### config.mk
export PLATFORM = sky130hd
export DESIGN_NAME = lfsr_prbs_check_flat
export DESIGN_NICKNAME = d
export VERILOG_FILES = /design/src/rtl/lfsr_prbs_pkg.sv /design/src/rtl/lfsr_prbs_check_if.sv /design/src/rtl/lfsr.sv /design/src/rtl/lfsr_prbs_err_cnt.sv /design/src/rtl/lfsr_prbs_check.sv /design/src/flat_wrapper.sv
export SDC_FILE = /design/constraint.sdc
export NUM_CORES = 1
export LEC_CHECK = 0
export CAP_MARGIN = 20
export CORE_UTILIZATION = 55
export DETAILED_ROUTE_END_ITERATION = 6
export GPL_TIMING_DRIVEN = 0
export PLACE_DENSITY = 0.81
export SYNTH_ARGS = -nofsm -noshare
export SYNTH_HDL_FRONTEND = slang
export SYNTH_SLANG_ARGS = --single-unit
### constraint.sdc
create_clock -name clk -period 2.7 [get_ports clk]
set_input_delay 0.54 -clock clk [delete_from_list [all_inputs] [get_ports clk]]
set_output_delay 0.54 -clock clk [all_outputs]
set_load 0.02 [all_outputs]
### src/rtl/lfsr_prbs_pkg.sv
// Shared types and helpers for the PRBS checker: FSM states, fill-length
// calculation and a bit population count.
package lfsr_prbs_pkg;

    typedef enum logic [1:0] {
        HUNT   = 2'd0,
        CHECK  = 2'd1,
        LOCKED = 2'd2
    } prbs_state_e;

    function automatic int fill_words(input int lfsr_width, input int data_width);
        return (lfsr_width + data_width - 32'sd1) / data_width;
    endfunction

    function automatic logic [6:0] popcount(input logic [63:0] value);
        logic [6:0] cnt;
        cnt = 7'd0;
        for (int i = 0; i < 64; i++) begin
            cnt = cnt + {6'd0, value[i]};
        end
        return cnt;
    endfunction

endpackage

### src/rtl/lfsr_prbs_check_if.sv
// Control, data and status bundle of the PRBS checker; the checker is the
// slave, the word source / status consumer is the master.
interface lfsr_prbs_check_if #(
    parameter int DATA_WIDTH = 8,
    parameter int CNT_WIDTH  = 32
);
    logic                  enable;
    logic [DATA_WIDTH-1:0] data_in;
    logic                  data_in_valid;
    logic                  clear_counts;
    logic                  locked;
    logic                  word_error;
    logic [DATA_WIDTH-1:0] err_bits;
    logic [CNT_WIDTH-1:0]  err_count;
    logic [CNT_WIDTH-1:0]  word_count;

    modport master (
        output enable, data_in, data_in_valid, clear_counts,
        input  locked, word_error, err_bits, err_count, word_count
    );

    modport slave (
        input  enable, data_in, data_in_valid, clear_counts,
        output locked, word_error, err_bits, err_count, word_count
    );
endinterface

### src/rtl/lfsr.sv
// Combinational LFSR step engine: advances the state by DATA_WIDTH bits (MSB
// first) in Fibonacci or Galois form, optionally as a self-synchronising
// feed-forward descrambler.
module lfsr #(
    parameter int                    LFSR_WIDTH        = 9,
    parameter logic [LFSR_WIDTH-1:0] LFSR_POLY         = 9'h021,
    parameter                        LFSR_CONFIG       = "FIBONACCI",
    parameter bit                    LFSR_FEED_FORWARD = 1'b0,
    parameter bit                    REVERSE           = 1'b0,
    parameter int                    DATA_WIDTH        = 8
) (
    input  logic [DATA_WIDTH-1:0] data_in,
    input  logic [LFSR_WIDTH-1:0] state_in,
    output logic [DATA_WIDTH-1:0] data_out,
    output logic [LFSR_WIDTH-1:0] state_out
);

    localparam bit GALOIS = (LFSR_CONFIG == "GALOIS");
    // Fibonacci feedback: top stage plus stage j-1 for every polynomial term j.
    localparam logic [LFSR_WIDTH-1:0] FIB_TAPS =
        {1'b1, {(LFSR_WIDTH-1){1'b0}}} | (LFSR_POLY >> 1);
    localparam logic [LFSR_WIDTH-1:0] GAL_TAPS = LFSR_POLY | {{(LFSR_WIDTH-1){1'b0}}, 1'b1};

    logic [LFSR_WIDTH-1:0] st_v;
    logic [DATA_WIDTH-1:0] din_v;
    logic [DATA_WIDTH-1:0] dout_v;
    logic                  fb_v;
    logic                  tap_v;

    // Bit-serial unroll of DATA_WIDTH shifts.
    always_comb begin
        st_v   = {LFSR_WIDTH{1'b0}};
        din_v  = {DATA_WIDTH{1'b0}};
        dout_v = {DATA_WIDTH{1'b0}};
        fb_v   = 1'b0;
        tap_v  = 1'b0;
        for (int k = 0; k < LFSR_WIDTH; k++) begin
            st_v[k] = REVERSE ? state_in[LFSR_WIDTH-1-k] : state_in[k];
        end
        for (int k = 0; k < DATA_WIDTH; k++) begin
            din_v[k] = REVERSE ? data_in[DATA_WIDTH-1-k] : data_in[k];
        end
        for (int i = DATA_WIDTH - 1; i >= 0; i--) begin
            if (GALOIS) begin
                fb_v  = st_v[LFSR_WIDTH-1] ^ din_v[i];
                tap_v = LFSR_FEED_FORWARD ? din_v[i] : fb_v;
                st_v  = {st_v[LFSR_WIDTH-2:0], 1'b0} ^ ({LFSR_WIDTH{tap_v}} & GAL_TAPS);
            end else begin
                fb_v  = (^(st_v & FIB_TAPS)) ^ din_v[i];
                tap_v = LFSR_FEED_FORWARD ? din_v[i] : fb_v;
                st_v  = {st_v[LFSR_WIDTH-2:0], tap_v};
            end
            dout_v[i] = fb_v;
        end
        for (int k = 0; k < LFSR_WIDTH; k++) begin
            state_out[k] = REVERSE ? st_v[LFSR_WIDTH-1-k] : st_v[k];
        end
        for (int k = 0; k < DATA_WIDTH; k++) begin
            data_out[k] = REVERSE ? dout_v[DATA_WIDTH-1-k] : dout_v[k];
        end
    end

endmodule

### src/rtl/lfsr_prbs_err_cnt.sv
// Saturating up-counter with synchronous clear and a variable increment.
module lfsr_prbs_err_cnt
    import lfsr_prbs_pkg::*;
#(
    parameter int CNT_WIDTH = 32,
    parameter int INC_WIDTH = 4
) (
    input  logic                 clk,
    input  logic                 rst_n,
    input  logic                 clear,
    input  logic                 inc_en,
    input  logic [INC_WIDTH-1:0] inc,
    output logic [CNT_WIDTH-1:0] count
);

    logic [CNT_WIDTH-1:0] count_q;
    logic [CNT_WIDTH-1:0] count_d;
    logic [CNT_WIDTH:0]   sum_s;

    // Clear wins over a same-cycle increment; a carry out pins the count at all-ones.
    always_comb begin
        sum_s = {1'b0, count_q} + (CNT_WIDTH+1)'(inc);
        if (clear) begin
            count_d = {CNT_WIDTH{1'b0}};
        end else if (inc_en) begin
            if (sum_s[CNT_WIDTH]) begin
                count_d = {CNT_WIDTH{1'b1}};
            end else begin
                count_d = sum_s[CNT_WIDTH-1:0];
            end
        end else begin
            count_d = count_q;
        end
    end

    // Count register.
    always_ff @(posedge clk or negedge rst_n) begin
        if (!rst_n) begin
            count_q <= {CNT_WIDTH{1'b0}};
        end else begin
            count_q <= count_d;
        end
    end

    assign count = count_q;

endmodule

### src/rtl/lfsr_prbs_check.sv
// PRBS receive checker: self-synchronising hunt, lock qualification, flywheel
// checking with windowed loss-of-lock and saturating error/word counters.
// Define LFSR_PRBS_CHECK_BIT_CNT_EN to make err_count count bit errors.
module lfsr_prbs_check
    import lfsr_prbs_pkg::*;
#(
    parameter int                    LFSR_WIDTH  = 9,
    parameter logic [LFSR_WIDTH-1:0] LFSR_POLY   = 9'h021,
    parameter                        LFSR_CONFIG = "FIBONACCI",
    parameter bit                    REVERSE     = 1'b0,
    parameter int                    DATA_WIDTH  = 8,
    parameter int                    LOCK_COUNT  = 4,
    parameter int                    LOSS_WINDOW = 16,
    parameter int                    LOSS_THRESH = 4,
    parameter int                    CNT_WIDTH   = 32
) (
    input logic               clk,
    input logic               rst_n,
    lfsr_prbs_check_if.slave  bus
);

    localparam int FILL_WORDS = fill_words(LFSR_WIDTH, DATA_WIDTH);
    localparam int FILL_W     = $clog2(FILL_WORDS + 1);
    localparam int GOOD_W     = $clog2(LOCK_COUNT + 1);
    localparam int WIN_W      = $clog2(LOSS_WINDOW + 1);
    localparam int WERR_W     = $clog2(LOSS_THRESH + 1);
    localparam int INC_W      = $clog2(DATA_WIDTH + 1);

    prbs_state_e           state_q, state_d;
    logic [LFSR_WIDTH-1:0] lfsr_q, lfsr_d;
    logic [FILL_W-1:0]     fill_q, fill_d;
    logic [GOOD_W-1:0]     good_q, good_d;
    logic [WIN_W-1:0]      win_q, win_d;
    logic [WERR_W-1:0]     werr_q, werr_d;
    logic                  locked_q, word_error_q, word_error_d;
    logic [DATA_WIDTH-1:0] err_bits_q, err_bits_d;

    logic [DATA_WIDTH-1:0] exp_word_s;
    logic [LFSR_WIDTH-1:0] gen_state_s;
    logic [LFSR_WIDTH-1:0] sync_state_s;
    logic [DATA_WIDTH-1:0] sync_data_unused_s;
    logic [DATA_WIDTH-1:0] diff_s;
    logic                  mismatch_s;
    logic                  err_inc_en_s;
    logic                  word_inc_en_s;
    logic [INC_W-1:0]      err_inc_s;
    logic [CNT_WIDTH-1:0]  err_count_s;
    logic [CNT_WIDTH-1:0]  word_count_s;

    lfsr #(
        .LFSR_WIDTH(LFSR_WIDTH), .LFSR_POLY(LFSR_POLY), .LFSR_CONFIG(LFSR_CONFIG),
        .LFSR_FEED_FORWARD(1'b0), .REVERSE(REVERSE), .DATA_WIDTH(DATA_WIDTH)
    ) u_gen (
        .data_in   ({DATA_WIDTH{1'b0}}),
        .state_in  (lfsr_q),
        .data_out  (exp_word_s),
        .state_out (gen_state_s)
    );

    lfsr #(
        .LFSR_WIDTH(LFSR_WIDTH), .LFSR_POLY(LFSR_POLY), .LFSR_CONFIG(LFSR_CONFIG),
        .LFSR_FEED_FORWARD(1'b1), .REVERSE(REVERSE), .DATA_WIDTH(DATA_WIDTH)
    ) u_sync (
        .data_in   (bus.data_in),
        .state_in  (lfsr_q),
        .data_out  (sync_data_unused_s),
        .state_out (sync_state_s)
    );

    assign diff_s     = bus.data_in ^ exp_word_s;
    assign mismatch_s = |diff_s;

`ifdef LFSR_PRBS_CHECK_BIT_CNT_EN
    assign err_inc_s = INC_W'(popcount(64'(diff_s)));
`else
    assign err_inc_s = INC_W'(1'b1);
`endif

    // Next-state logic; idle cycles leave everything untouched.
    always_comb begin
        state_d       = state_q;
        lfsr_d        = lfsr_q;
        fill_d        = fill_q;
        good_d        = good_q;
        win_d         = win_q;
        werr_d        = werr_q;
        word_error_d  = 1'b0;
        err_bits_d    = {DATA_WIDTH{1'b0}};
        err_inc_en_s  = 1'b0;
        word_inc_en_s = 1'b0;
        if (!bus.enable) begin
            state_d = HUNT;
            fill_d  = {FILL_W{1'b0}};
            good_d  = {GOOD_W{1'b0}};
            win_d   = {WIN_W{1'b0}};
            werr_d  = {WERR_W{1'b0}};
        end else if (bus.data_in_valid) begin
            case (state_q)
                HUNT: begin
                    lfsr_d = sync_state_s;
                    fill_d = fill_q + FILL_W'(1'b1);
                    if (fill_d == FILL_W'(FILL_WORDS)) begin
                        state_d = CHECK;
                        good_d  = {GOOD_W{1'b0}};
                    end else begin
                        state_d = HUNT;
                    end
                end
                CHECK: begin
                    lfsr_d = gen_state_s;
                    if (mismatch_s) begin
                        word_error_d = 1'b1;
                        err_bits_d   = diff_s;
                        state_d      = HUNT;
                        fill_d       = {FILL_W{1'b0}};
                    end else begin
                        good_d = good_q + GOOD_W'(1'b1);
                        if (good_d == GOOD_W'(LOCK_COUNT)) begin
                            state_d = LOCKED;
                            win_d   = {WIN_W{1'b0}};
                            werr_d  = {WERR_W{1'b0}};
                        end else begin
                            state_d = CHECK;
                        end
                    end
                end
                LOCKED: begin
                    // Flywheel: the prediction is never reseeded from received data.
                    lfsr_d        = gen_state_s;
                    word_inc_en_s = 1'b1;
                    win_d         = win_q + WIN_W'(1'b1);
                    if (mismatch_s) begin
                        word_error_d = 1'b1;
                        err_bits_d   = diff_s;
                        err_inc_en_s = 1'b1;
                        werr_d       = werr_q + WERR_W'(1'b1);
                    end else begin
                        werr_d = werr_q;
                    end
                    if (werr_d == WERR_W'(LOSS_THRESH)) begin
                        state_d = HUNT;
                        fill_d  = {FILL_W{1'b0}};
                        win_d   = {WIN_W{1'b0}};
                        werr_d  = {WERR_W{1'b0}};
                    end else if (win_d == WIN_W'(LOSS_WINDOW)) begin
                        win_d  = {WIN_W{1'b0}};
                        werr_d = {WERR_W{1'b0}};
                    end else begin
                        state_d = LOCKED;
                    end
                end
                default: begin
                    state_d = HUNT;
                    fill_d  = {FILL_W{1'b0}};
                end
            endcase
        end else begin
            state_d = state_q;
        end
    end

    // FSM, predictor and output registers.
    always_ff @(posedge clk or negedge rst_n) begin
        if (!rst_n) begin
            state_q      <= HUNT;
            lfsr_q       <= {LFSR_WIDTH{1'b0}};
            fill_q       <= {FILL_W{1'b0}};
            good_q       <= {GOOD_W{1'b0}};
            win_q        <= {WIN_W{1'b0}};
            werr_q       <= {WERR_W{1'b0}};
            locked_q     <= 1'b0;
            word_error_q <= 1'b0;
            err_bits_q   <= {DATA_WIDTH{1'b0}};
        end else begin
            state_q      <= state_d;
            lfsr_q       <= lfsr_d;
            fill_q       <= fill_d;
            good_q       <= good_d;
            win_q        <= win_d;
            werr_q       <= werr_d;
            locked_q     <= (state_d == LOCKED);
            word_error_q <= word_error_d;
            err_bits_q   <= err_bits_d;
        end
    end

    lfsr_prbs_err_cnt #(.CNT_WIDTH(CNT_WIDTH), .INC_WIDTH(INC_W)) u_err_cnt (
        .clk    (clk),
        .rst_n  (rst_n),
        .clear  (bus.clear_counts),
        .inc_en (err_inc_en_s),
        .inc    (err_inc_s),
        .count  (err_count_s)
    );

    lfsr_prbs_err_cnt #(.CNT_WIDTH(CNT_WIDTH), .INC_WIDTH(INC_W)) u_word_cnt (
        .clk    (clk),
        .rst_n  (rst_n),
        .clear  (bus.clear_counts),
        .inc_en (word_inc_en_s),
        .inc    (INC_W'(1'b1)),
        .count  (word_count_s)
    );

    assign bus.locked     = locked_q;
    assign bus.word_error = word_error_q;
    assign bus.err_bits   = err_bits_q;
    assign bus.err_count  = err_count_s;
    assign bus.word_count = word_count_s;

endmodule

### src/flat_wrapper.sv
// flat-port wrapper written by rule: the top's interface ports become plain ports
module lfsr_prbs_check_flat import lfsr_prbs_pkg::*;
#(
    parameter int                    LFSR_WIDTH  = 9,
    parameter logic [LFSR_WIDTH-1:0] LFSR_POLY   = 9'h021,
    parameter                        LFSR_CONFIG = "         ",
    parameter bit                    REVERSE     = 1'b0,
    parameter int                    DATA_WIDTH  = 8,
    parameter int                    LOCK_COUNT  = 4,
    parameter int                    LOSS_WINDOW = 16,
    parameter int                    LOSS_THRESH = 4,
    parameter int                    CNT_WIDTH   = 32
)
  (clk, rst_n, bus_enable, bus_data_in, bus_data_in_valid, bus_clear_counts, bus_locked, bus_word_error, bus_err_bits, bus_err_count, bus_word_count);
  lfsr_prbs_check_if #(.DATA_WIDTH(DATA_WIDTH), .CNT_WIDTH(CNT_WIDTH)) bus_i ();
  input logic clk;
  input logic rst_n;
  input wire logic [$bits(bus_i.enable)-1:0] bus_enable;
  input wire logic [$bits(bus_i.data_in)-1:0] bus_data_in;
  input wire logic [$bits(bus_i.data_in_valid)-1:0] bus_data_in_valid;
  input wire logic [$bits(bus_i.clear_counts)-1:0] bus_clear_counts;
  output wire logic [$bits(bus_i.locked)-1:0] bus_locked;
  output wire logic [$bits(bus_i.word_error)-1:0] bus_word_error;
  output wire logic [$bits(bus_i.err_bits)-1:0] bus_err_bits;
  output wire logic [$bits(bus_i.err_count)-1:0] bus_err_count;
  output wire logic [$bits(bus_i.word_count)-1:0] bus_word_count;
  assign bus_i.enable = bus_enable;
  assign bus_i.data_in = bus_data_in;
  assign bus_i.data_in_valid = bus_data_in_valid;
  assign bus_i.clear_counts = bus_clear_counts;
  assign bus_locked = bus_i.locked;
  assign bus_word_error = bus_i.word_error;
  assign bus_err_bits = bus_i.err_bits;
  assign bus_err_count = bus_i.err_count;
  assign bus_word_count = bus_i.word_count;
  lfsr_prbs_check #(.LFSR_WIDTH(LFSR_WIDTH), .LFSR_POLY(LFSR_POLY), .LFSR_CONFIG(LFSR_CONFIG), .REVERSE(REVERSE), .DATA_WIDTH(DATA_WIDTH), .LOCK_COUNT(LOCK_COUNT), .LOSS_WINDOW(LOSS_WINDOW), .LOSS_THRESH(LOSS_THRESH), .CNT_WIDTH(CNT_WIDTH)) u_core (.clk(clk), .rst_n(rst_n), .bus(bus_i));
endmodule
==> results of run 1 <==
-- what timing repair did --
action,CTS,global route
setup buffers,0,4
hold buffers,0,0
gates resized for setup,5,21
endpoints found under the hold margin,0,0
setup endpoints to repair,26,47
pin swaps,0,2
-- power by group through the flow --
| stage | Clock (uW) | Combinational, uW | Sequential (uW) |
|---|---|---|---|
| after floorplan | 0 | 287 | 1550 |
| after global placement | 0 | 398 | 1550 |
| after detailed placement | 0 | 414 | 1550 |
| after CTS | 956 | 416 | 1520 |
| after global routing | 1020 | 469 | 1530 |
| final | 948 | 429 | 1520 |
-- flip-flops by register name, indices dropped and copies added, names as in the netlist --
name and count:
u_core.u_word_cnt.count 32, u_core.lfsr_q 9, u_core.bus.word_error 1, u_core.bus.err_bits 8, u_core.fill_q 2, u_core.werr_q 3, u_core.win_q 5, u_core.bus.locked 1
u_core.u_err_cnt.count 32, u_core.state_q 2, u_core.good_q 3
-- area by class of cell --
cell class                      count  area, um2  area share (%)
Clock buffer                       12        145            2.03
Clock inverter                      3       40.0           0.560
Buffer                             32        151            2.12
Timing Repair Buffer               90        906            12.7
Inverter                           12       45.0           0.630
Tap cell                          136        170            2.38
Sequential cell                    98       2450            34.3
Multi-Input combinational cell    503       3240            45.3
-- critical path, cell delays in order --
cell	delay [ns]
clkdlybuf4s50_1	0.54
clkbuf_1	0.37
and3_1	0.22
clkbuf_1	0.36
nand2_1	0.19
nor2_2	0.28
a21oi_1	0.11
a311oi_1	0.23
-- per-layer routing --
layer / GRT usage, % / routed length, um
met5: 0 / 0
met4: 13.5 / 304
met3: 4.87 / 1140
met2: 48.5 / 7990
met1: 39.3 / 6670
-- metrics by stage --
step | power [uW] | TNS (ns) | instances | cell area, um2 | utilization [%]
after detailed placement | 1970 | -11.63 | 867 | 6830 | 66.5
final | 2900 | 0 | 886 | 7150 | 69.6
after global routing | 3020 | 0 | 886 | 7150 | 69.6
after CTS | 2900 | -0.00515 | 882 | 7040 | 68.5
after floorplan | 1840 | 0 | 645 | 5790 | -
after global placement | 1950 | -259.06 | 866 | 6810 | 66.2
-- cell usage in the layout (no fill, tap or decap), types with 12 or more instances in the layout --
cell type        synthesis  final
nand2_1                 64     64
nor3_1                  23     18
a211oi_1                35     35
dfrtp_1                 98     98
inv_1                   12     12
nand3_1                 28     25
a21oi_1                 44     44
nand4_1                 16     16
o21ai_0                 38     38
and3_1                  15     15
clkbuf_1                24     23
a311oi_1                13     13
clkdlybuf4s50_1          0     84
nor2_1                  75     71
-- worst min-delay path by stage --
stage,end,cells after the start
after floorplan,u_core.bus.err_bits[0]$_DFF_PN0_,0
after global placement,u_core.lfsr_q[5]$_DFFE_PN0P_,2
after detailed placement,u_core.lfsr_q[5]$_DFFE_PN0P_,2
after CTS,u_core.u_err_cnt.count[4]$_DFFE_PN0P_,1
after global routing,u_core.u_err_cnt.count[24]$_DFFE_PN0P_,1
final,u_core.u_err_cnt.count[24]$_DFFE_PN0P_,1
-- kinds of logic after synthesis --
| family | count (synthesis) |
|---|---|
| muxes | 11 |
| AOI/OAI and AO/OA | 191 |
| DFF | 98 |
| buffers and inverters | 44 |
| adders and majority gates | 11 |
| xor gates and xnor gates | 20 |
| and+or+nand+nor | 270 |
==> impl_metrics.env, run 1 <==
export IMPL_worst_setup_slack_post_dpl_ns=-0.435
export IMPL_min_delay_path_class="primary input to asynchronous set/reset pin"
export IMPL_worstRegToRegCells=8
export IMPL_reg2reg_slack_ns=0.15
export IMPL_router_iterations_before_antenna_repair=5
export IMPL_track_usage_pct=29.8
export IMPL_synth_compound_area_share_pct=22.6
export IMPL_hold_viol=0
export IMPL_clockPowerShare_pct=32.7
export IMPL_synthCells=645
export IMPL_die_w_um=105
export IMPL_drt_wirelength_per_cell_um=18.2
export IMPL_floorplan_die_height_um=105
export IMPL_grt_antenna_before_repair=0
export IMPL_capture_point_of_the_critical_path="u_core.u_word_cnt.count[26]$_DFFE_PN0P_"
export IMPL_synth_area_mux_share_pct=2.01
export IMPL_first_pass_grt_wire_length_um=26000
export IMPL_data_required_time_of_the_critical_path_ns=2.98
export IMPL_netSwitchingPower_uw=803
export IMPL_cts_tree="done"
export IMPL_netlist_top_cell_by_area="dfrtp_1"
export IMPL_ioPinCount=87
export IMPL_cp_end_kind="flop"
export IMPL_max_clock_path_buffers=2
export IMPL_tightestPinTransition_ns=0.675
export IMPL_cts_sinks=98
export IMPL_worst_ir_drop_vdd_mv=0.307
export IMPL_synth_lib_cells_used_distinct=68
export IMPL_coreArea_um2=10300
export IMPL_worst_skew_pair_late_latency_ns=0.37
export IMPL_initial_core_util_pct=56.3
export IMPL_grt_pass1_vias=5392
export IMPL_dieArea_um2=10900
export IMPL_synth_most_common_cell="dfrtp_1"
export IMPL_crit_fanout=10
export IMPL_p_int_uw=2100
export IMPL_post_synth_most_frequent_cells="dfrtp_1 (98), nor2_1 (75), nand2_1 (64), a21oi_1 (44), o21ai_0 (38)"
export IMPL_clk_root_buffer_cell="clkbuf_8"
export IMPL_timing_final_max_slew_violations=0
export IMPL_outcome="complete, no violations"
export IMPL_clock_tree_htree_level_count=3
export IMPL_cts_buffers_inserted=9
export IMPL_critPathLaunchType="primary input"
export IMPL_layout_min_cycle_time_ns=2.57
export IMPL_post_synth_top_area_fraction_pct=42.4
export IMPL_synth_fa_ha_area_share_pct=2.38
export IMPL_seq_pwr_share_pct=52.5
export IMPL_comb_power_share_pct=14.8
export IMPL_crit_reg2reg_capture="u_core.u_err_cnt.count[23]$_DFFE_PN0P_"
export IMPL_postSynthRegisterBits=98
export IMPL_clk_transition_reported_paths_ns=0.09
export IMPL_post_synth_xor_area_fraction_pct=3.68
export IMPL_drc=0
export IMPL_arrival_ns=2.85
export IMPL_design_final_nets=770
export IMPL_yosys_most_used_dff="dfrtp_1"
export IMPL_power_leakage_uw=0.00278
export IMPL_global_route_overflow_total=0
export IMPL_yosys_warn_count=0
export IMPL_slew_limit_headroom_pct=55.0
export IMPL_synth_net_count=669
export IMPL_synth_top_family_by_area="simple AND/OR/NAND/NOR gates"
export IMPL_regToRegStartpoint="u_core.u_err_cnt.count[0]$_DFFE_PN0P_"
export IMPL_fraction_of_layout_cells_with_a_size_suffix_above_1_pct=9.33
export IMPL_timing_hold_ws_ns=0.158
export IMPL_max_cap_violations=0
export IMPL_post_synth_instance_area_um2=5790
export IMPL_grt_start_max_net_pins=56
export IMPL_antenna_diode_count=0
export IMPL_power_density_nw_per_um2=406
export IMPL_fmaxAchievable_mhz=388
export IMPL_place_port_buffers=85
export IMPL_synth_area_leaders="dfrtp_1 (42%), nor2_1 (4.9%), a211oi_1 (4.5%)"
export IMPL_vias_per_cell=6.45
export IMPL_synth_seq_area_share_pct=42.4
export IMPL_dr_total_vias=5713
export IMPL_rsz0062_at_grt="no"
export IMPL_switching_share_pct=27.7
export IMPL_areaGrowthSynthToFinish_pct=23.5
export IMPL_setup_violations_final=0
export IMPL_routabilityCongestion=0.899
export IMPL_ys_async_sr_fraction_pct=100
export IMPL_synth_simple_area_share_pct=23.6
export IMPL_count_of_flip_flops_with_a_built_in_enable_after_synthesis=0
export IMPL_nFillCells=809
export IMPL_worst_setup_path_startpoint="bus_data_in_valid"
export IMPL_dp_final_hpwl_um=11500
export IMPL_wirelength_um=16100
export IMPL_final_antenna_net_count=0
export IMPL_min_period_over_period_pct=95.4
export IMPL_detailedRoute_firstIterationViolations=394
export IMPL_post_synth_cell_area_avg_um2=8.97
export IMPL_worstSetupPathType="primary input to flop"
export IMPL_row_count=37
export IMPL_clock_skew_final_ns=0.00683
export IMPL_final_critical_path_setup_slack_ns=0.125
Note: power is estimated with default switching activity, not from simulation.
==> inputs of run 2 (changes only) <==
--- a/config.mk
+++ b/config.mk
@@ -6,10 +6,13 @@
 export NUM_CORES = 1
 export LEC_CHECK = 0
 export CAP_MARGIN = 20
-export CORE_UTILIZATION = 55
+export CORE_ASPECT_RATIO = 0.8
+export CORE_UTILIZATION = 56
 export DETAILED_ROUTE_END_ITERATION = 6
 export GPL_TIMING_DRIVEN = 0
 export PLACE_DENSITY = 0.81
+export REMOVE_ABC_BUFFERS = 1
 export SYNTH_ARGS = -nofsm -noshare
 export SYNTH_HDL_FRONTEND = slang
+export SYNTH_HIERARCHICAL = 1
 export SYNTH_SLANG_ARGS = --single-unit
==> run 2 against run 1 <==
Compared with the run above: largest cell class unchanged; first-iteration DRC count up 95%; die area is 9.0% higher; the flow now finishes with violations (negative setup slack); count of clock-buffer cells in the layout is the same.
==> impl_metrics.env, run 2 <==
export IMPL_outcome="complete, but fails checks"
export IMPL_violations="negative setup slack"
export IMPL_coreArea_um2=11000
export IMPL_cts_buffers_inserted=9
export IMPL_floorplan_die_height_um=97.9
export IMPL_routabilityCongestion=0.906
export IMPL_global_route_overflow_total=0
export IMPL_worstSetupPathType="flop to flop"
export IMPL_drc=0
export IMPL_nFillCells=762
export IMPL_cts_sinks=98
export IMPL_post_synth_cell_area_avg_um2=9.39
export IMPL_dieArea_um2=11900
export IMPL_data_required_time_of_the_critical_path_ns=2.94
export IMPL_clk_root_buffer_cell="clkbuf_16"
export IMPL_place_port_buffers=86
export IMPL_fraction_of_layout_cells_with_a_size_suffix_above_1_pct=15.8
export IMPL_switching_share_pct=26.7
export IMPL_crit_fanout=4
export IMPL_synthCells=685
export IMPL_mostFrequentLayoutCells="dfrtp_1 (98), clkdlybuf4s50_1 (84), nor2_1 (67)"
export IMPL_min_delay_path_class="primary input to asynchronous set/reset pin"
export IMPL_dp_final_hpwl_um=11100
export IMPL_vias_per_cell=6.40
export IMPL_initial_core_util_pct=58.4
export IMPL_dr_total_vias=5948
export IMPL_detailed_place_area_um2=7320
export IMPL_post_synth_instance_area_um2=6430
export IMPL_critPathLaunchType="flop"
export IMPL_final_critical_path_setup_slack_ns=-0.133
export IMPL_rsz0062_at_grt="yes"
export IMPL_clock_skew_final_ns=0.00957
export IMPL_max_cap_violations=0
export IMPL_p_int_uw=2650
export IMPL_netSwitchingPower_uw=963
export IMPL_clockPowerShare_pct=39.0
export IMPL_cts_tree="done"
export IMPL_final_antenna_net_count=0
export IMPL_arrival_ns=3.07
export IMPL_layout_min_cycle_time_ns=2.83
export IMPL_wirelength_um=17200
export IMPL_detailedRoute_firstIterationViolations=770
export IMPL_crit_reg2reg_capture="u_core/u_err_cnt/count[28]$_DFFE_PN0P_"
export IMPL_grt_antenna_before_repair=0
export IMPL_timing_final_max_slew_violations=0
export IMPL_regToRegStartpoint="u_core/lfsr_q[7]$_DFFE_PN0P_"
export IMPL_min_period_over_period_pct=105
export IMPL_worst_setup_slack_post_dpl_ns=-0.972
export IMPL_worst_ir_drop_vdd_mv=0.355
export IMPL_tightestPinTransition_ns=0.685
export IMPL_slew_limit_headroom_pct=54.1
export IMPL_ioPinCount=87
export IMPL_antenna_diode_count=0
export IMPL_router_iterations_before_antenna_repair=6
export IMPL_cts_hold_buffers_added=0
export IMPL_row_count=34
export IMPL_clk_transition_reported_paths_ns=0.07
export IMPL_fmaxAchievable_mhz=353
export IMPL_power_density_nw_per_um2=446
export IMPL_die_w_um=122
export IMPL_areaGrowthSynthToFinish_pct=26.0
export IMPL_design_final_nets=812
export IMPL_comb_power_share_pct=18.9
export IMPL_grt_start_max_net_pins=55
export IMPL_max_clock_path_buffers=2
export IMPL_total_power_uw=3610
export IMPL_first_pass_grt_wire_length_um=26600
export IMPL_clock_tree_htree_level_count=3
export IMPL_power_leakage_uw=0.00334
export IMPL_drt_wirelength_per_cell_um=18.5
export IMPL_hold_viol=0
export IMPL_final_util_pct=73.6
export IMPL_grt_pass1_vias=5302
export IMPL_capture_point_of_the_critical_path="u_core/u_err_cnt/count[28]$_DFFE_PN0P_"
export IMPL_yosys_warn_count=6
export IMPL_cp_end_kind="flop"
export IMPL_layout_commonest_cell="dfrtp_1"
export IMPL_timing_hold_ws_ns=0.185
export IMPL_postLayoutCellArea_um2=8110
export IMPL_worstRegToRegCells=13
export IMPL_worst_setup_path_startpoint="u_core/lfsr_q[7]$_DFFE_PN0P_"
export IMPL_setup_violations_final=14
export IMPL_worst_skew_pair_late_latency_ns=0.35
export IMPL_reg2reg_slack_ns=-0.13
export IMPL_seq_pwr_share_pct=42.2
export IMPL_track_usage_pct=28.0
## run 2: power groups by stage
stage               Combinational, uW  Clock (uW)  Sequential [uW]
detailed placement                536           0             1550
global placement                  510           0             1550
global route                      727        1500             1530
CTS                               622        1430             1520
floorplan                         389           0             1550
finish                            681        1410             1520
## run 2: cell type report
class / count / area [um2] / share of cell area [%]
well taps: 144 / 180 / 2.22
inverters: 26 / 97.6 / 1.20
clock buffers: 12 / 246 / 3.04
multi-input cells: 527 / 3880 / 47.9
flip-flops and latches: 98 / 2450 / 30.3
clock inverters: 4 / 75.1 / 0.926
repair buffers: 118 / 1170 / 14.4
## run 2: repair_timing
| action | CTS | global route |
|---|---|---|
| gates cloned | 1 | 0 |
| gates resized for setup | 26 | 22 |
| pin swaps | 24 | 22 |
| setup buffers | 16 | 13 |
| endpoints found under the setup margin | 42 | 49 |
## run 2: how the worst min path moves through the flow
stage,from,end,depth (start not counted)
after floorplan,rst_n,u_core/bus.err_bits[0]$_DFF_PN0_,0
after CTS,rst_n,u_core/u_word_cnt/count[12]$_DFFE_PN0P_,1
after global routing,rst_n,u_core/u_word_cnt/count[12]$_DFFE_PN0P_,1
after global placement,u_core/u_word_cnt/count[10]$_DFFE_PN0P_,u_core/u_word_cnt/count[10]$_DFFE_PN0P_,1
final,rst_n,u_core/u_word_cnt/count[12]$_DFFE_PN0P_,1
after detailed placement,u_core/u_word_cnt/count[10]$_DFFE_PN0P_,u_core/u_word_cnt/count[10]$_DFFE_PN0P_,1
## run 2: metal layers
metal / share of wire (%) / up-vias / GRT usage, %
li1: - / 2725 / -
met1: 44 / 2930 / 39.8
met2: 49 / 254 / 43.9
met3: 5.5 / 39 / 4.91
met4: 2.0 / 0 / 7.88
met5: 0 / - / 0
## run 2: stage by stage
step                      TNS, ns  cells
final                      -0.826    929
after global routing        -3.07    929
after CTS                  -0.606    918
after detailed placement   -28.64    885
after global placement    -350.37    880
after floorplan            -26.07    650
## run 2: worst max-delay path: stages (launching register included)
cell and delay (ns):
dfrtp_1 0.41, xnor2_2 0.23, buf_4 0.16, xnor2_1 0.22
xnor2_2 0.19, nand4_4 0.15, nor2_4 0.05, nor3_4 0.20
o21ai_4 0.10, or3_4 0.40, buf_12 0.15, nor4_4 0.17
mux2i_1 0.22, nor2_1 0.05
